File: config.mk
export PLATFORM = sky130hd
export DESIGN_NAME = mbinit_sb_arbiter
export DESIGN_NICKNAME = d
export VERILOG_FILES = /design/src/rtl/mbinit_pkg.sv /design/src/rtl/mbinit_sb_arbiter_rr_pick.sv /design/src/rtl/mbinit_sb_arbiter.sv
export SDC_FILE = /design/constraint.sdc
export NUM_CORES = 1
export LEC_CHECK = 0
export CORE_UTILIZATION = 47
export DETAILED_ROUTE_END_ITERATION = 6
export PLACE_DENSITY_LB_ADDON = 0.12
export SYNTH_ARGS = -nofsm -noshare
export SYNTH_HDL_FRONTEND = slang
export SYNTH_SLANG_ARGS = --single-unit
File: constraint.sdc
create_clock -name i_clk -period 4.4 [get_ports i_clk]
set_input_delay 0.44 -clock i_clk [delete_from_list [all_inputs] [get_ports i_clk]]
set_output_delay 0.44 -clock i_clk [all_outputs]
set_load 0.05 [all_outputs]
File: src/rtl/mbinit_pkg.sv
// Shared MBINIT definitions: sideband arbiter states, message width default and
// the sideband message codes issued by the MBINIT sub-state requesters.
package mbinit_pkg;

    localparam int SB_MSG_WIDTH_DEF = 4;
    localparam int N_REQ_MAX        = 4;

    typedef enum logic [1:0] {
        S_IDLE,
        S_ISSUE,
        S_WAIT_DONE,
        S_ERR
    } sb_arb_state_e;

    localparam logic [3:0] MSG_NOP          = 4'h0;
    localparam logic [3:0] MSG_PARAM_REQ    = 4'h1;
    localparam logic [3:0] MSG_PARAM_RSP    = 4'h2;
    localparam logic [3:0] MSG_CAL_DONE_REQ = 4'h3;
    localparam logic [3:0] MSG_CAL_DONE_RSP = 4'h4;
    localparam logic [3:0] MSG_REPCLK_REQ   = 4'h5;
    localparam logic [3:0] MSG_REPCLK_RSP   = 4'h6;
    localparam logic [3:0] MSG_REPVAL_REQ   = 4'h7;
    localparam logic [3:0] MSG_REPVAL_RSP   = 4'h8;
    localparam logic [3:0] MSG_REVERSAL_REQ = 4'h9;
    localparam logic [3:0] MSG_REVERSAL_RSP = 4'hA;

    // Round-robin successor of a grant index over n requesters.
    function automatic logic [1:0] rr_next(input logic [1:0] id, input int n);
        return (int'(id) == n - 1) ? 2'd0 : id + 2'd1;
    endfunction

endpackage

File: src/rtl/mbinit_sb_arbiter_rr_pick.sv
// Combinational round-robin first-one finder: lowest-offset valid request
// at or after the start pointer, wrapping modulo N_REQ.
module rr_pick #(
    parameter int N_REQ = 2
) (
    input  logic [N_REQ-1:0] req,
    input  logic [1:0]       ptr,
    output logic             any,
    output logic [1:0]       idx
);

    always_comb begin
        any = 1'b0;
        idx = 2'd0;
        // Walk offsets from farthest to nearest so the nearest hit is kept.
        for (int i = N_REQ - 1; i >= 0; i--) begin
            for (int k = 0; k < N_REQ; k++) begin
                if (k == (int'(ptr) + i) % N_REQ && req[k]) begin
                    any = 1'b1;
                    idx = 2'(k);
                end
            end
        end
    end

endmodule

File: src/rtl/mbinit_sb_arbiter.sv
// Round-robin arbiter sharing the sideband encoder between MBINIT sub-state FSMs:
// latches one message, handshakes it against i_sb_busy and guards it with a watchdog.
module mbinit_sb_arbiter
    import mbinit_pkg::*;
#(
    parameter int SB_MSG_Width = SB_MSG_WIDTH_DEF,
    parameter int N_REQ        = 2,
    parameter int TIMEOUT_CYC  = 1023
) (
    input  logic                          i_clk,
    input  logic                          i_rst,
    input  logic                          i_MBINIT_en,
    input  logic [N_REQ-1:0]              i_req_valid,
    input  logic [N_REQ*SB_MSG_Width-1:0] i_req_msg,
    input  logic                          i_sb_busy,
    input  logic                          i_err_clear,
    output logic [SB_MSG_Width-1:0]       o_encoded_SB_msg,
    output logic                          o_msg_valid,
    output logic [N_REQ-1:0]              o_req_ack,
    output logic [1:0]                    o_grant_id,
    output logic                          o_busy,
    output logic                          o_timeout_err
);

    localparam int WDW = $clog2(TIMEOUT_CYC + 1);

    sb_arb_state_e           state, state_nx;
    logic [WDW-1:0]          wd_cnt, wd_inc;
    logic                    wd_expire;
    logic [1:0]              rr_ptr;
    logic                    busy_q, busy_fall;
    logic [N_REQ-1:0]        req_eff, ack_vec;
    logic                    pick_any;
    logic [1:0]              pick_idx;
    logic [SB_MSG_Width-1:0] pick_msg;
    logic                    grant_fire, ack_fire;

    // The requester being acked still shows its old valid this cycle; mask it
    // so a stale level is not granted a second time.
    assign req_eff = i_req_valid & ~o_req_ack;

    rr_pick #(.N_REQ(N_REQ)) u_rr_pick (
        .req (req_eff),
        .ptr (rr_ptr),
        .any (pick_any),
        .idx (pick_idx)
    );

    always_comb begin
        pick_msg = '0;
        ack_vec  = '0;
        for (int k = 0; k < N_REQ; k++) begin
            if (pick_idx == 2'(k))
                pick_msg = i_req_msg[k*SB_MSG_Width +: SB_MSG_Width];
            ack_vec[k] = (o_grant_id == 2'(k));
        end
    end

    assign wd_inc    = (wd_cnt == WDW'(TIMEOUT_CYC)) ? wd_cnt : wd_cnt + 1'b1;
    assign wd_expire = (wd_inc == WDW'(TIMEOUT_CYC));
    assign busy_fall = busy_q & ~i_sb_busy;

    always_comb begin
        state_nx   = state;
        grant_fire = 1'b0;
        ack_fire   = 1'b0;
        case (state)
            S_IDLE: begin
                if (i_MBINIT_en && pick_any) begin
                    grant_fire = 1'b1;
                    state_nx   = S_ISSUE;
                end
            end
            S_ISSUE: begin
                if (!i_MBINIT_en)    state_nx = S_IDLE;
                else if (wd_expire)  state_nx = S_ERR;
                else if (i_sb_busy)  state_nx = S_WAIT_DONE;
            end
            S_WAIT_DONE: begin
                if (!i_MBINIT_en)    state_nx = S_IDLE;
                else if (wd_expire)  state_nx = S_ERR;
                else if (busy_fall) begin
                    ack_fire = 1'b1;
                    state_nx = S_IDLE;
                end
            end
            S_ERR: begin
                if (i_err_clear)     state_nx = S_IDLE;
            end
            default:                 state_nx = S_IDLE;
        endcase
    end

    always_ff @(posedge i_clk or posedge i_rst) begin
        if (i_rst) begin
            state            <= S_IDLE;
            wd_cnt           <= '0;
            rr_ptr           <= 2'd0;
            busy_q           <= 1'b0;
            o_encoded_SB_msg <= '0;
            o_msg_valid      <= 1'b0;
            o_req_ack        <= '0;
            o_grant_id       <= 2'd0;
            o_busy           <= 1'b0;
            o_timeout_err    <= 1'b0;
        end else begin
            state         <= state_nx;
            busy_q        <= i_sb_busy;
            o_msg_valid   <= (state_nx == S_ISSUE);
            o_busy        <= (state_nx == S_ISSUE) || (state_nx == S_WAIT_DONE);
            o_timeout_err <= (state_nx == S_ERR);
            o_req_ack     <= ack_fire ? ack_vec : '0;

            if (grant_fire) begin
                o_encoded_SB_msg <= pick_msg;
                o_grant_id       <= pick_idx;
                wd_cnt           <= '0;
            end else if (state == S_ISSUE || state == S_WAIT_DONE) begin
                wd_cnt <= wd_inc;
            end

            if (ack_fire)
                rr_ptr <= rr_next(o_grant_id, N_REQ);
        end
    end

endmodule
==> results of run 1 <==
[logic make-up (layout without fill, tap and decap cells)]
family | count (synthesis) | count (layout) | synth area share
and+or+nand+nor | 57 | 57 | 0.205
DFF | 24 | 24 | 0.398
buffers and inverters | 20 | 40 | 0.0555
xor gates and xnor gates | 3 | 3 | 0.0174
adders and majority gates | 7 | 7 | 0.0580
AOI/OAI and AO/OA | 43 | 43 | 0.214
other | 1 | 1 | 0.00248
muxes | 7 | 7 | 0.0497
[where the power goes]
group	total, mW	internal [mW]	switching [mW]
Sequential	0.317	0.271	0.0463
Combinational	0.423	0.155	0.268
Clock	0.117	0.0505	0.0669
Total	0.858	0.477	0.382
[cell type report]
type	count	area, um2	share of cell area
Multi-Input combinational cell	118	826	0.458
Sequential cell	24	601	0.333
Timing Repair Buffer	24	240	0.133
Tap cell	44	55.1	0.0305
Inverter	12	45.0	0.0250
Clock buffer	4	36.3	0.0201
[registers in the layout (all words and copies together), names as in the netlist]
register and flops:
busy_q 1, o_busy 1, o_encoded_SB_msg 4, o_grant_id 1, o_msg_valid 1, o_req_ack 2, o_timeout_err 1, rr_ptr 1
state 2, wd_cnt 10
[metrics by stage]
stage / setup slack, ps / cell area, um2
after floorplan: 1950 / 1510
after global placement: 1790 / 1770
after detailed placement: 1730 / 1770
after CTS: 1690 / 1800
after global routing: 1530 / 1800
final: 1690 / 1800
[how the worst max path moves through the flow]
| stage | from | endpoint | slack (ps) | cells after the start |
|---|---|---|---|---|
| CTS | wd_cnt[0] | o_busy | 1690 | 8 |
| floorplan | wd_cnt[0] | o_busy | 1950 | 9 |
| finish | wd_cnt[0] | o_busy | 1690 | 8 |
| global route | wd_cnt[0] | o_busy | 1530 | 9 |
| detailed placement | wd_cnt[0] | o_busy | 1730 | 8 |
| global placement | wd_cnt[0] | o_busy | 1790 | 8 |
[metal layers]
metal,global-route usage,up-vias,wire length (um)
met3,0.0286,4,65
met1,0.257,602,1460
li1,-,617,-
met2,0.342,19,1640
met4,0.0918,0,38
met5,0,-,0
[layout by cell type, fill, tap and decap left out, types with 4 or more instances in the layout]
| master | count |
|---|---|
| a21oi_1 | 7 |
| a31oi_1 | 5 |
| clkdlybuf4s50_1 | 24 |
| dfrtp_1 | 24 |
| ha_1 | 7 |
| inv_1 | 12 |
| mux2i_1 | 6 |
| nand2_1 | 13 |
| nor2_1 | 19 |
| nor2b_1 | 6 |
| o21a_1 | 4 |
| o21ai_0 | 8 |
[worst max-delay path: cells and delay by family (launching register included)]
| family | cells | cell delay (ps) |
|---|---|---|
| DFF | 1 | 480 |
| AOI/OAI and AO/OA | 3 | 750 |
| buffers and inverters | 1 | 30 |
| and+or+nand+nor | 2 | 690 |
| adders and majority gates | 2 | 670 |
==> impl_metrics.json, run 1 <==
{
  "wl_per_cell_um": 14.2,
  "vias_per_cell": 5.50,
  "period_needed_ps": 2710,
  "cts_max_path_buffers": 2,
  "antenna_found_initial": 0,
  "synth_ff_type": "dfrtp_1",
  "synth_edf_count": 0,
  "cts_tree": "built",
  "finClkSkew_ps": 5.08,
  "design.core.area_um2": 3050,
  "io_buffers": 24,
  "fp.dieH_um": 58.7,
  "firstDrtPassIters": 5,
  "async_reset_ff_frac": 1.00,
  "io_pins": 26,
  "ys_ff_latch": 24,
  "drc": 0,
  "gp_congestion": 0.893,
  "hpwl_um": 2410,
  "vias": 1242,
  "yosys-top-cells-area": "dfrtp_1 40%, ha_1 5.8%, nor2_1 4.7%",
  "hold_violations": 0,
  "synth_seq_area_share": 0.398,
  "reg2regPathDepth": 8,
  "rows": 20,
  "grt_pass1_vias": 1185,
  "synth.distinct_cells": 50,
  "n_antenna_cell": 0,
  "fin_crit_sh": 0.616,
  "slowest_delay_ps": 520,
  "r2r_start": "wd_cnt[0]",
  "r2r-end": "o_busy",
  "clk_latency_ps": 310,
  "cts_root_buffer": "clkbuf_4",
  "crit_arrival_ps": 2930,
  "numCtsBuffers": 3,
  "syn_area_per_cell_um2": 9.32,
  "hp-class": "flop to flop",
  "grt_overflow": 0,
  "die_w_um": 58.7,
  "nNetsFinal": 205,
  "die-area_um2": 3440,
  "grt_usage": 0.202,
  "path_class": "flop to flop",
  "worst_hold_path.endpoint": "o_req_ack[0]",
  "syn-instance-count": 162,
  "wirelength_um": 3210,
  "leakage_nw": 0.752,
  "setup_viol_count_final": 0,
  "worst_path_max_delay_cell": "or4_4",
  "rsz0062_at_grt": "no",
  "maxCapViolations": 0,
  "postCtsResizedCells": 0,
  "initial_core_util": 0.495,
  "cts_hold_buffers": 0,
  "drt-initial-drc-count": 80,
  "ff2ff_setup_slack_ps": 1690,
  "endpoint_kind": "flop",
  "synth_nets": 184,
  "status": "finished, final reports clean",
  "final_cells": 226,
  "ys_warn_count": 0,
  "fillCellCount": 277,
  "setup_tns_ps": 0,
  "area_growth_pct": 19.4,
  "worstHoldPathCells": 1,
  "ant_nets": 0,
  "synthTopCellsByCount": "24 x dfrtp_1, 19 x nor2_1, 13 x nand2_1, 12 x inv_1, 8 x o21ai_0",
  "slew_violations": 0,
  "cts_max_level": 1,
  "hold_ws_ps": 471,
  "clock_sinks": 24,
  "fin_util": 0.591,
  "fin_total_pwr_mw": 0.858,
  "tightest_slew_ps": 905,
  "drive_gt1_frac": 0.104,
  "max_freq_ghz": 0.369,
  "grt_pass1_wl_um": 5270,
  "cp_max_fo": 8,
  "worstSetupStartpointType": "flop",
  "peakVddDrop_uv": 321,
  "path_clk_slew_ps": 140,
  "yosysTopAreaCellShare": 0.398,
  "p_per_area_nw_per_um2": 476,
  "post_cts_buffers": 0,
  "syn_area_um2": 1510,
  "synth_top_area_cell": "dfrtp_1",
  "path_cells": "ha_1 -> nand4_4 -> or4_4 -> a221oi_2 -> o2111ai_2 -> o21a_2 -> ha_1 -> inv_1",
  "yosysMostFrequentCell": "dfrtp_1",
  "cp.required_ps": 4620,
  "relSlewSlack": 0.396,
  "grt_max_degree": 25,
  "post-place-cells": 222,
  "crit_top_cell": "ha_1",
  "holdCritStartpoint": "o_grant_id[0]"
}
(Power assumes the default switching activity.)
==> run 2: changes to the inputs <==
- clock period: 4.4 -> 2.25 ns (I/O delays scaled with it)
==> run 2 against run 1 <==
Net effect: the flow now finishes with violations (negative setup slack); register-to-register slack lost 1700 ps; combinational power rose by 130%; sequential cell count unchanged; clock skew is essentially flat; routed wire length is 11% higher; critical path depth is the same; maximum frequency grew 18%; design area rose by 12%; global-route usage increased by 1.8 points; worst hold slack got worse by 250 ps; first-iteration DRC count is 11% lower.
==> impl_metrics.json, run 2 (synthesis gave the netlist of run 1 again) <==
{
  "grt_pass1_vias": 1353,
  "final_cells": 248,
  "grt_overflow": 0,
  "drc": 0,
  "clock_sinks": 24,
  "worstSetupStartpointType": "flop",
  "antenna_found_initial": 0,
  "p_per_area_nw_per_um2": 949,
  "die_w_um": 58.7,
  "die-area_um2": 3440,
  "cts_tree": "built",
  "reg2regPathDepth": 8,
  "finClkSkew_ps": 4.74,
  "rsz0062_at_grt": "yes",
  "rows": 20,
  "fin_total_pwr_mw": 1.91,
  "top_usage_layer": "met2",
  "drive_gt1_frac": 0.206,
  "max_freq_ghz": 0.434,
  "grt_usage": 0.220,
  "endpoint_kind": "flop",
  "grt_pass1_wl_um": 5780,
  "fillCellCount": 260,
  "path_class": "flop to flop",
  "largest_register_ffs": 10,
  "nNetsFinal": 227,
  "cts_hold_buffers": 0,
  "drt-initial-drc-count": 71,
  "tightest_slew_ps": 504,
  "ff2ff_setup_slack_ps": -60,
  "fin_util": 0.661,
  "n_antenna_cell": 0,
  "setup_viol_count_final": 2,
  "finalWorstSetupSlack_ps": -56.2,
  "peakVddDrop_uv": 624,
  "clk_latency_ps": 320,
  "wirelength_um": 3570,
  "numCtsBuffers": 3,
  "vias_per_cell": 5.42,
  "status": "finished with violations",
  "cp_max_fo": 4,
  "reg_top3": "wd_cnt x10, o_encoded_SB_msg x4",
  "vias": 1343,
  "grt_use_met3": 0.0505,
  "place_ws_ps": -116,
  "cts_max_level": 1,
  "leakage_nw": 0.869,
  "fp.dieH_um": 58.7,
  "relSlewSlack": 0.663,
  "top_register": "wd_cnt",
  "use_met2": 0.384,
  "grt_max_degree": 25,
  "ant_nets": 0,
  "slew_violations": 0,
  "seqCellArea_um2": 601,
  "final_cell_mix": "24 x dfrtp_1, 24 x clkdlybuf4s50_1, 20 x buf_4, 19 x nor2_1, 13 x nand2_1",
  "gp_congestion": 0.961,
  "multiInputGateArea_um2": 851,
  "cts_max_path_buffers": 2,
  "wl_per_cell_um": 14.4,
  "design.core.area_um2": 3050,
  "initial_core_util": 0.495,
  "cts_root_buffer": "clkbuf_4",
  "io_buffers": 24,
  "maxCapViolations": 0,
  "hp-class": "input port to async pin",
  "post-place-cells": 240,
  "crit_arrival_ps": 2540,
  "violations": "negative setup slack",
  "hold_violations": 0,
  "fin_crit_sh": 1.02,
  "period_needed_ps": 2310,
  "firstDrtPassIters": 4,
  "path_clk_slew_ps": 140,
  "setup_tns_ps": -102,
  "io_pins": 26,
  "area_growth_pct": 33.6,
  "cp.required_ps": 2480,
  "hpwl_um": 2620,
  "met1_usage": 0.262
}
-- run 2: cell count changes in the layout (fill, tap and decap cells not counted), sizes merged --
cell	before	now
buf	0	22
bufinv	0	1
clkbuf	4	3
-- run 2: per-layer routing --
layer,share of wire,vias to the layer above,routed length (um)
met1,0.42,635,1510
met5,0,-,0
met3,0.042,8,149
li1,-,664,-
met4,0.021,0,74
met2,0.51,36,1830
-- run 2: worst paths after layout --
check                              startpoint             endpoint
worst max register to register      wd_cnt[1]            rr_ptr[0]
worst max-delay path                wd_cnt[1]            rr_ptr[0]
worst min-delay path                    i_rst  o_encoded_SB_msg[2]
worst min register to register  o_grant_id[0]         o_req_ack[0]
max in group asynchronous               i_rst            wd_cnt[3]
min in group i_clk                  i_sb_busy               busy_q
-- run 2: area by class of cell --
cell class / count / share of cell area
Multi-Input combinational cell: 118 / 0.422
Sequential cell: 24 / 0.298
Timing Repair Buffer: 46 / 0.205
Tap cell: 44 / 0.0273
Inverter: 12 / 0.0223
Clock inverter: 1 / 0.0149
Clock buffer: 3 / 0.0112
-- run 2: repair_timing --
action,CTS,global route
pin swaps,1,7
resized for setup,2,3
buffers inserted,0,4
endpoints found under the setup margin,3,4
-- run 2: critical path: stages (launching register included) --
cell and delay (ps):
dfrtp_1 440, ha_4 190, nand4_4 100, or4_4 430
a221oi_2 270, o2111ai_2 200, buf_4 180, nand4_2 100
mux2_4 300
-- run 2: per-stage QoR --
step / area [um2] / hold slack, ps
4_1_cts: 1970 / 231
5_1_grt: 2020 / 235
6_report: 2020 / 225
3_3_place_gp: 1900 / 437
2_1_floorplan: 1520 / 240
3_5_place_dp: 1900 / 445
-- run 2: power by group --
part | internal, mW | switching (mW) | total [mW]
sequential | 0.530 | 0.0762 | 0.607
combinational | 0.407 | 0.583 | 0.989
clock | 0.180 | 0.138 | 0.318
total | 1.12 | 0.797 | 1.91
==> run 3: changes to the inputs <==
- CORE_MARGIN: default -> 5
==> run 3 against run 2 <==
Net effect: the flow still finishes with violations (negative setup slack); largest cell class unchanged; maximum frequency rose by 0.37%; sequential cell count did not move; global-route usage fell by 4.9 points; clock skew rose by 0.97 ps; cell count fell by 0.40%; sequential share of layout area barely moved; critical endpoint is now o_busy.
==> impl_metrics.json, run 3 (synthesis gave the netlist of run 1 again) <==
{
  "violations": "negative setup slack",
  "antenna_found_initial": 0,
  "setup_viol_count_final": 1,
  "grt_pass1_vias": 1280,
  "crit_arrival_ps": 2560,
  "design.core.area_um2": 3080,
  "hold_ws_ps": 243,
  "hold_violations": 0,
  "max_freq_ghz": 0.435,
  "relSlewSlack": 0.655,
  "clk_latency_ps": 310,
  "initial_core_util": 0.491,
  "drc": 0,
  "seqCellArea_um2": 601,
  "io_pins": 26,
  "reg_top3": "wd_cnt x10, o_encoded_SB_msg x4",
  "rows": 20,
  "grt_use_met3": 0.0405,
  "wl_per_cell_um": 14.3,
  "post_dp_cell_area_um2": 1900,
  "status": "finished with violations",
  "fillCellCount": 264,
  "fin_total_pwr_mw": 1.89,
  "vias_per_cell": 5.36,
  "clock_sinks": 24,
  "met1_usage": 0.245,
  "grt_pass1_wl_um": 5890,
  "fin_util": 0.655,
  "cts_root_buffer": "clkbuf_4",
  "cp.required_ps": 2520,
  "gp_congestion": 0.908,
  "p_per_area_nw_per_um2": 938,
  "leakage_nw": 0.864,
  "drive_gt1_frac": 0.207,
  "endpoint": "o_busy",
  "cts_tree": "built",
  "drt-initial-drc-count": 120,
  "ant_nets": 0,
  "reg2regPathDepth": 9,
  "endpoint_kind": "flop",
  "area_growth_pct": 33.5,
  "final_cell_area_um2": 2020,
  "path_clk_slew_ps": 140,
  "cp_max_fo": 4,
  "grt_max_degree": 25,
  "maxCapViolations": 0,
  "worstSetupStartpointType": "flop",
  "final_cell_mix": "24 x dfrtp_1, 24 x clkdlybuf4s50_1, 21 x buf_4, 18 x nor2_1, 13 x nand2_1",
  "fin_crit_sh": 1.02,
  "die-area_um2": 4450,
  "path_class": "flop to flop",
  "wirelength_um": 3520,
  "firstDrtPassIters": 4,
  "die_w_um": 66.7,
  "post-place-cells": 240,
  "slew_violations": 0,
  "io_buffers": 24,
  "finClkSkew_ps": 5.71,
  "finalWorstSetupSlack_ps": -47.7,
  "numCtsBuffers": 3,
  "grt_usage": 0.171,
  "period_needed_ps": 2300,
  "vias": 1324,
  "final_cells": 247,
  "rsz0062_at_grt": "yes",
  "setup_tns_ps": -47.7,
  "grt_overflow": 0,
  "cts_max_path_buffers": 2,
  "top_register": "wd_cnt",
  "nNetsFinal": 226,
  "startpoint": "wd_cnt[1]",
  "top_usage_layer": "met2",
  "n_antenna_cell": 0,
  "ff2ff_setup_slack_ps": -50,
  "use_met2": 0.265,
  "peakVddDrop_uv": 588,
  "hpwl_um": 2640,
  "hp-class": "input port to async pin",
  "multiInputGateArea_um2": 865,
  "tightest_slew_ps": 517,
  "place_ws_ps": -102,
  "r2r_start": "wd_cnt[1]",
  "fp.dieH_um": 66.7,
  "largest_register_ffs": 10,
  "cts_max_level": 1,
  "r2r-end": "o_busy"
}
## run 3: repair_timing
item                                    4_1_cts  5_1_grt
setup buffers                                 2        1
gates resized for setup                       2        3
pin swaps                                     4        0
endpoints found under the setup margin        3        4
hold buffers                                  0        0
## run 3: worst max-delay path, stage by stage, from the launching register on
cell	delay [ps]
dfrtp_1	420
ha_4	170
nand4_4	90
or4_4	500
a221oi_4	270
o2111ai_2	190
o21a_1	220
nor2_1	100
ha_1	230
inv_1	50
## run 3: final cells by class
| class | instances | area share |
|---|---|---|
| sequential | 24 | 0.298 |
| clock inverter | 1 | 0.0149 |
| inverter | 12 | 0.0223 |
| multi-input combinational | 118 | 0.429 |
| clock buffer | 3 | 0.0112 |
| timing repair buffer | 45 | 0.197 |
| tap | 44 | 0.0273 |
## run 3: power breakdown
group          switching (mW)  internal (mW)  leakage [nW]  total [mW]
clock network           0.132          0.180        0.0279       0.312
logic                   0.585          0.392         0.519       0.977
registers              0.0710          0.530         0.317       0.601
## run 3: worst min-delay path by stage
stage / to / depth (start not counted) / slack (ps) / startpoint
global placement: o_req_ack[0] / 1 / 440 / o_grant_id[0]
CTS: wd_cnt[5] / 3 / 240 / i_rst
floorplan: busy_q / 1 / 240 / i_rst
global route: state[1] / 3 / 290 / i_rst
detailed placement: o_req_ack[0] / 1 / 460 / o_grant_id[0]
finish: wd_cnt[5] / 3 / 240 / i_rst
## run 3: per-layer routing
metal	wire, um	vias up
met2	1650	42
met4	21	0
met3	193	2
met5	0	-
met1	1660	620
li1	-	660
